$ cat src/rtl/conway_life_grid.sv
// Game of Life engine (B3/S23) over a ROWS x COLS grid with torus or dead-edge
// boundary, run/step control, a generation counter and still/period-2/extinct
// detection with optional auto-halt.
module conway_life_grid #(
    parameter int unsigned ROWS    = 16,
    parameter int unsigned COLS    = 16,
    parameter bit          WRAP    = 1'b1,
    parameter int unsigned GEN_W   = 16,
    parameter bit          HALT_EN = 1'b1
) (
    input  logic                   clk,
    input  logic                   rst_n,
    input  logic                   load,
    input  logic [ROWS*COLS-1:0]   data,
    input  logic                   run,
    input  logic                   step,
    output logic [ROWS*COLS-1:0]   q,
    output logic [GEN_W-1:0]       gen_count,
    output logic                   still,
    output logic                   period2,
    output logic                   extinct,
    output logic                   halted
);

    localparam int unsigned N  = ROWS * COLS;
    localparam int          NR = int'(ROWS);
    localparam int          NC = int'(COLS);

    logic [N-1:0]     grid_q, prev_q, prev2_q;
    logic [N-1:0]     grid_d;
    logic [1:0]       hist_q;
    logic [GEN_W-1:0] gen_q;
    logic             advance;

    // Per-cell neighbour gather and B3/S23 rule; all cells update in parallel.
    for (genvar r = 0; r < NR; r++) begin : g_row
        for (genvar c = 0; c < NC; c++) begin : g_col
            logic [7:0] nbr;
            logic [3:0] cnt;

            for (genvar k = 0; k < 8; k++) begin : g_nbr
                // k walks the 8 neighbours in raster order, skipping the centre
                localparam int DR = (k < 3) ? -1 : ((k < 5) ? 0 : 1);
                localparam int DC = (k == 0 || k == 3 || k == 5) ? -1 :
                                    ((k == 1 || k == 6) ? 0 : 1);
                localparam int RR = r + DR;
                localparam int CC = c + DC;
                localparam bit INSIDE = (RR >= 0) && (RR < NR) && (CC >= 0) && (CC < NC);

                if (WRAP || INSIDE) begin : g_on
                    assign nbr[k] = grid_q[((RR + NR) % NR) * NC + ((CC + NC) % NC)];
                end else begin : g_off
                    assign nbr[k] = 1'b0;
                end
            end

            assign cnt = 4'($countones(nbr));
            assign grid_d[r*NC+c] = (cnt == 4'd3) || ((cnt == 4'd2) && grid_q[r*NC+c]);
        end
    end

    // Status decodes depend on registered state only.
    assign extinct = (grid_q == '0);
    assign still   = (hist_q != 2'd0) && (grid_q == prev_q);
    assign period2 = (hist_q == 2'd2) && (grid_q == prev2_q) && (grid_q != prev_q);
    assign halted  = HALT_EN && (still || period2 || extinct);

    // run and step merge into a single advance request; load always wins.
    assign advance = (run || step) && !halted && !load;

    // Grid, history and counter update with priority reset > load > advance > hold.
    always_ff @(posedge clk) begin
        if (!rst_n) begin
            grid_q  <= '0;
            prev_q  <= '0;
            prev2_q <= '0;
            hist_q  <= 2'd0;
            gen_q   <= '0;
        end else if (load) begin
            grid_q  <= data;
            prev_q  <= '0;
            prev2_q <= '0;
            hist_q  <= 2'd0;
            gen_q   <= '0;
        end else if (advance) begin
            grid_q  <= grid_d;
            prev_q  <= grid_q;
            prev2_q <= prev_q;
            hist_q  <= (hist_q == 2'd2) ? 2'd2 : hist_q + 2'd1;
            gen_q   <= gen_q + GEN_W'(1);
        end
    end

    assign q         = grid_q;
    assign gen_count = gen_q;

endmodule
$ cat config.mk
export PLATFORM = sky130hd
export DESIGN_NAME = conway_life_grid
export DESIGN_NICKNAME = d
export VERILOG_FILES = /design/src/rtl/conway_life_grid.sv
export SDC_FILE = /design/constraint.sdc
export NUM_CORES = 2
export LEC_CHECK = 0
export CORE_AREA = 3 3 386 388
export DETAILED_ROUTE_END_ITERATION = 7
export DIE_AREA = 0 0 389 391
export PLACE_DENSITY = 0.87
export SLEW_MARGIN = 20
export SYNTH_ARGS = -nofsm -noshare
export SYNTH_HDL_FRONTEND = slang
export SYNTH_SLANG_ARGS = --single-unit
$ cat constraint.sdc
create_clock -name clk -period 4.3 [get_ports clk]
set_clock_uncertainty 0.2 [all_clocks]
set_input_delay 0.86 -clock clk [delete_from_list [all_inputs] [get_ports clk]]
set_output_delay 0.86 -clock clk [all_outputs]
set_load 0.02 [all_outputs]
==> flow_summary.json <==
{
  "grt.busiest_layer": "met2",
  "ff2ff_path_depth": 20,
  "use_met2": 0.825,
  "critPathSlowestCell": "or4_4",
  "num_io_pins": 537,
  "synthAdderAreaFrac": 0.443,
  "place.gp.congestion": 1.17,
  "fill_cells": 10300,
  "area_growth_pct": 31.4,
  "post_drt_wl_per_cell_um": 42.0,
  "synth_warnings": 0,
  "netlist_area_mm2": 0.0799,
  "finalSetupViolCount": 752,
  "cpPeakStageDelay_ns": 0.64,
  "critPathRequiredTime_ns": 3.24,
  "worstMarginPinSlew_ns": 1.34,
  "grt_overflow": 0,
  "grt_use_met3": 0.345,
  "ys_ff_latch": 786,
  "critPathLaunch": "q[152]$_SDFFE_PN0P_",
  "worstPathCellList": "clkinvlp_4, o2bb2ai_4, a2111oi_4, buf_4, nand4_1, or4_4, or4_4, buf_6, nand2_4, buf_6",
  "worstHoldEndpoint": "prev2_q[205]$_SDFFE_PP0P_",
  "portBuffers": 536,
  "fp-row-count": 140,
  "grt_pass1_vias": 81900,
  "r2r_slack_ns": -0.46,
  "maxCapViolCount": 0,
  "hold_path_startpoint": "prev2_q[205]$_SDFFE_PP0P_",
  "end_kind": "primary output",
  "clkTransAtPathRegs_ns": 0.06,
  "grt_pass1_wl_um": 656000,
  "worstPathMaxFanout": 2,
  "synth_simple_gate_area_share": 0.133,
  "cts_root_buf": "clkbuf_16",
  "dieWidth_um": 389,
  "drt_first_pass_iters": 8,
  "clock_latency_ns": 0.79,
  "synth_top_family_by_area": "adder cells",
  "antenna_found_initial": 46,
  "die_y_um": 391,
  "async_reset_ff_frac": 0,
  "critPathKind": "reg -> out",
  "outcome": "complete, but fails checks",
  "synthMuxAreaShare": 0.00125,
  "synth_edf_count": 0,
  "yosysMostFrequentCell": "ha_1",
  "core_area_mm2": 0.146,
  "fmax_ghz": 0.204,
  "yosys.area_share.xor_xnor": 0.0446,
  "cts_hold_buf": 0,
  "nets": 12100,
  "drc": 14,
  "postSynthCellCount": 8125,
  "rsz0062_at_grt": "true",
  "rr_endpoint": "q[107]$_SDFFE_PN0P_",
  "critPathArrivalTime_ns": 3.84,
  "vias": 85000,
  "dp_hpwl_um": 387000,
  "slew_viol_final": 0,
  "synthesis.nets": 10600,
  "drt_iter0_markers": 16100,
  "clock_path_buffers": 3,
  "grt_max_degree": 199,
  "htreeDepth": 3,
  "cp-start-kind": "register",
  "grt_use_met1": 0.689,
  "fin_crit_sh": 1.14,
  "synth_area_leaders": "fa_1 25%, dfxtp_1 20%, ha_1 20%",
  "utilization": 0.721,
  "drt_wl_total_um": 488000,
  "clock_sinks": 786,
  "drive_gt1_frac": 0.193,
  "grtUsageTotal": 0.625,
  "synth_ff_type": "dfxtp_1",
  "yosysTopAreaCell": "fa_1",
  "dieArea_mm2": 0.152,
  "fin_crit_ns": 4.90,
  "hold_path.class": "reg -> reg",
  "avgViaCountPerCell": 7.32,
  "relSlewSlack": 0.107,
  "synth_compound_area_frac": 0.123,
  "ant_nets": 0,
  "start_util": 0.548,
  "seq_area_frac_synth": 0.197,
  "syn_avg_cell_area_um2": 9.84,
  "cts_tree": "built",
  "netlist-cell-type-count": 55,
  "whs_path_depth": 2,
  "violations": "design-rule violations, negative setup slack",
  "reg2reg_from": "q[152]$_SDFFE_PN0P_",
  "numCtsBuffers": 96,
  "synth_commonest_cells": "1252 x ha_1, 987 x fa_1, 786 x dfxtp_1, 780 x o21ai_0, 666 x inv_1",
  "finalHoldViolations": 0,
  "layout_setup_ws_ns": -0.597,
  "netlist.area_leader.share": 0.247
}
==> worst max path at each step <==
stage	end	slack [ns]	cells after the start
after floorplan	halted	0.005	10
after global placement	q[207]$_SDFFE_PN0P_	-1.37	12
after detailed placement	q[187]$_SDFFE_PN0P_	-1.17	12
after CTS	halted	-0.50	11
after global routing	halted	-0.48	10
final	halted	-0.60	10
==> timing repair <==
item | CTS | global route
resized for setup | 590 | 163
cloned | 44 | 1
pin swaps | 332 | 70
setup endpoints to repair | 789 | 745
setup buffers | 125 | 20
==> registers in the layout (all words and copies together) (netlist names) <==
name and count:
prev2_q 256, prev_q 256, q 256, gen_count 16, hist_q 2
==> kinds of logic after synthesis <==
group / count (synthesis)
and+or+nand+nor: 1841
xor gates and xnor gates: 407
adders and majority gates: 2239
buffers and inverters: 1160
muxes: 10
AOI/OAI and AO/OA: 1682
DFF: 786
==> final cells by class <==
| cell class | count | area, µm² | share of cell area |
|---|---|---|---|
| well taps | 1917 | 2400 | 0.0228 |
| repair buffers | 1852 | 19000 | 0.181 |
| multi-input cells | 6179 | 61900 | 0.589 |
| clock buffers | 135 | 2810 | 0.0268 |
| diodes | 35 | 87.6 | 0.000834 |
| flip-flops and latches | 786 | 15800 | 0.150 |
| clock inverters | 41 | 469 | 0.00447 |
| inverters | 668 | 2550 | 0.0242 |
==> stage by stage <==
stage	setup slack, ns	instance area, µm²	hold WS (ns)	cells	setup TNS (ns)
finish	-0.597	105000	0.279	11600	-175.56
global route	-0.482	105000	0.288	11600	-115.22
CTS	-0.501	104000	0.271	11600	-14.87
detailed placement	-1.17	95900	0.272	11200	-334.17
global placement	-1.37	95900	0.261	11200	-343.05
floorplan	0.00521	79900	0.254	8125	0
==> worst max-delay path, delay by kind of cell (launching register included) <==
kind                   cells  cell delay, ns
buffers and inverters      4            0.67
flip-flops                 1            0.34
AO/OA/AOI/OAI              2            0.62
AND/OR/NAND/NOR            4            1.40
==> cell usage in the layout, fill, tap and decap left out, types with 18 or more instances in the layout <==
master / n
nor4_2: 65
a21oi_2: 18
a2111oi_0: 27
clkinv_2: 20
clkbuf_16: 99
buf_4: 1014
o21ai_0: 681
buf_6: 50
nand2b_1: 82
fa_1: 986
dfxtp_1: 747
xor2_1: 333
nor2b_1: 79
buf_8: 22
nand3_1: 529
a311oi_1: 196
o2111ai_1: 20
nand4_1: 116
xnor2_1: 43
ha_1: 1233
a311oi_2: 50
clkbuf_8: 25
buf_16: 52
a21oi_1: 531
diode_2: 35
nor4_4: 42
o21ai_1: 45
nor4b_1: 219
o21ai_2: 54
clkdlybuf4s50_1: 530
dfxtp_2: 33
buf_12: 172
nand2_1: 35
inv_1: 659
nor4_1: 331
nor2_1: 285
==> per-layer routing <==
layer  up-vias  wire, µm
li1      32300         -
met3      2918     85300
met1     41000    154000
met4        36     66700
met2      8806    181000
met5         -      1090
Power is not shown: default switching activity piles up to over one toggle a cycle in this logic, so the estimate is an artifact.
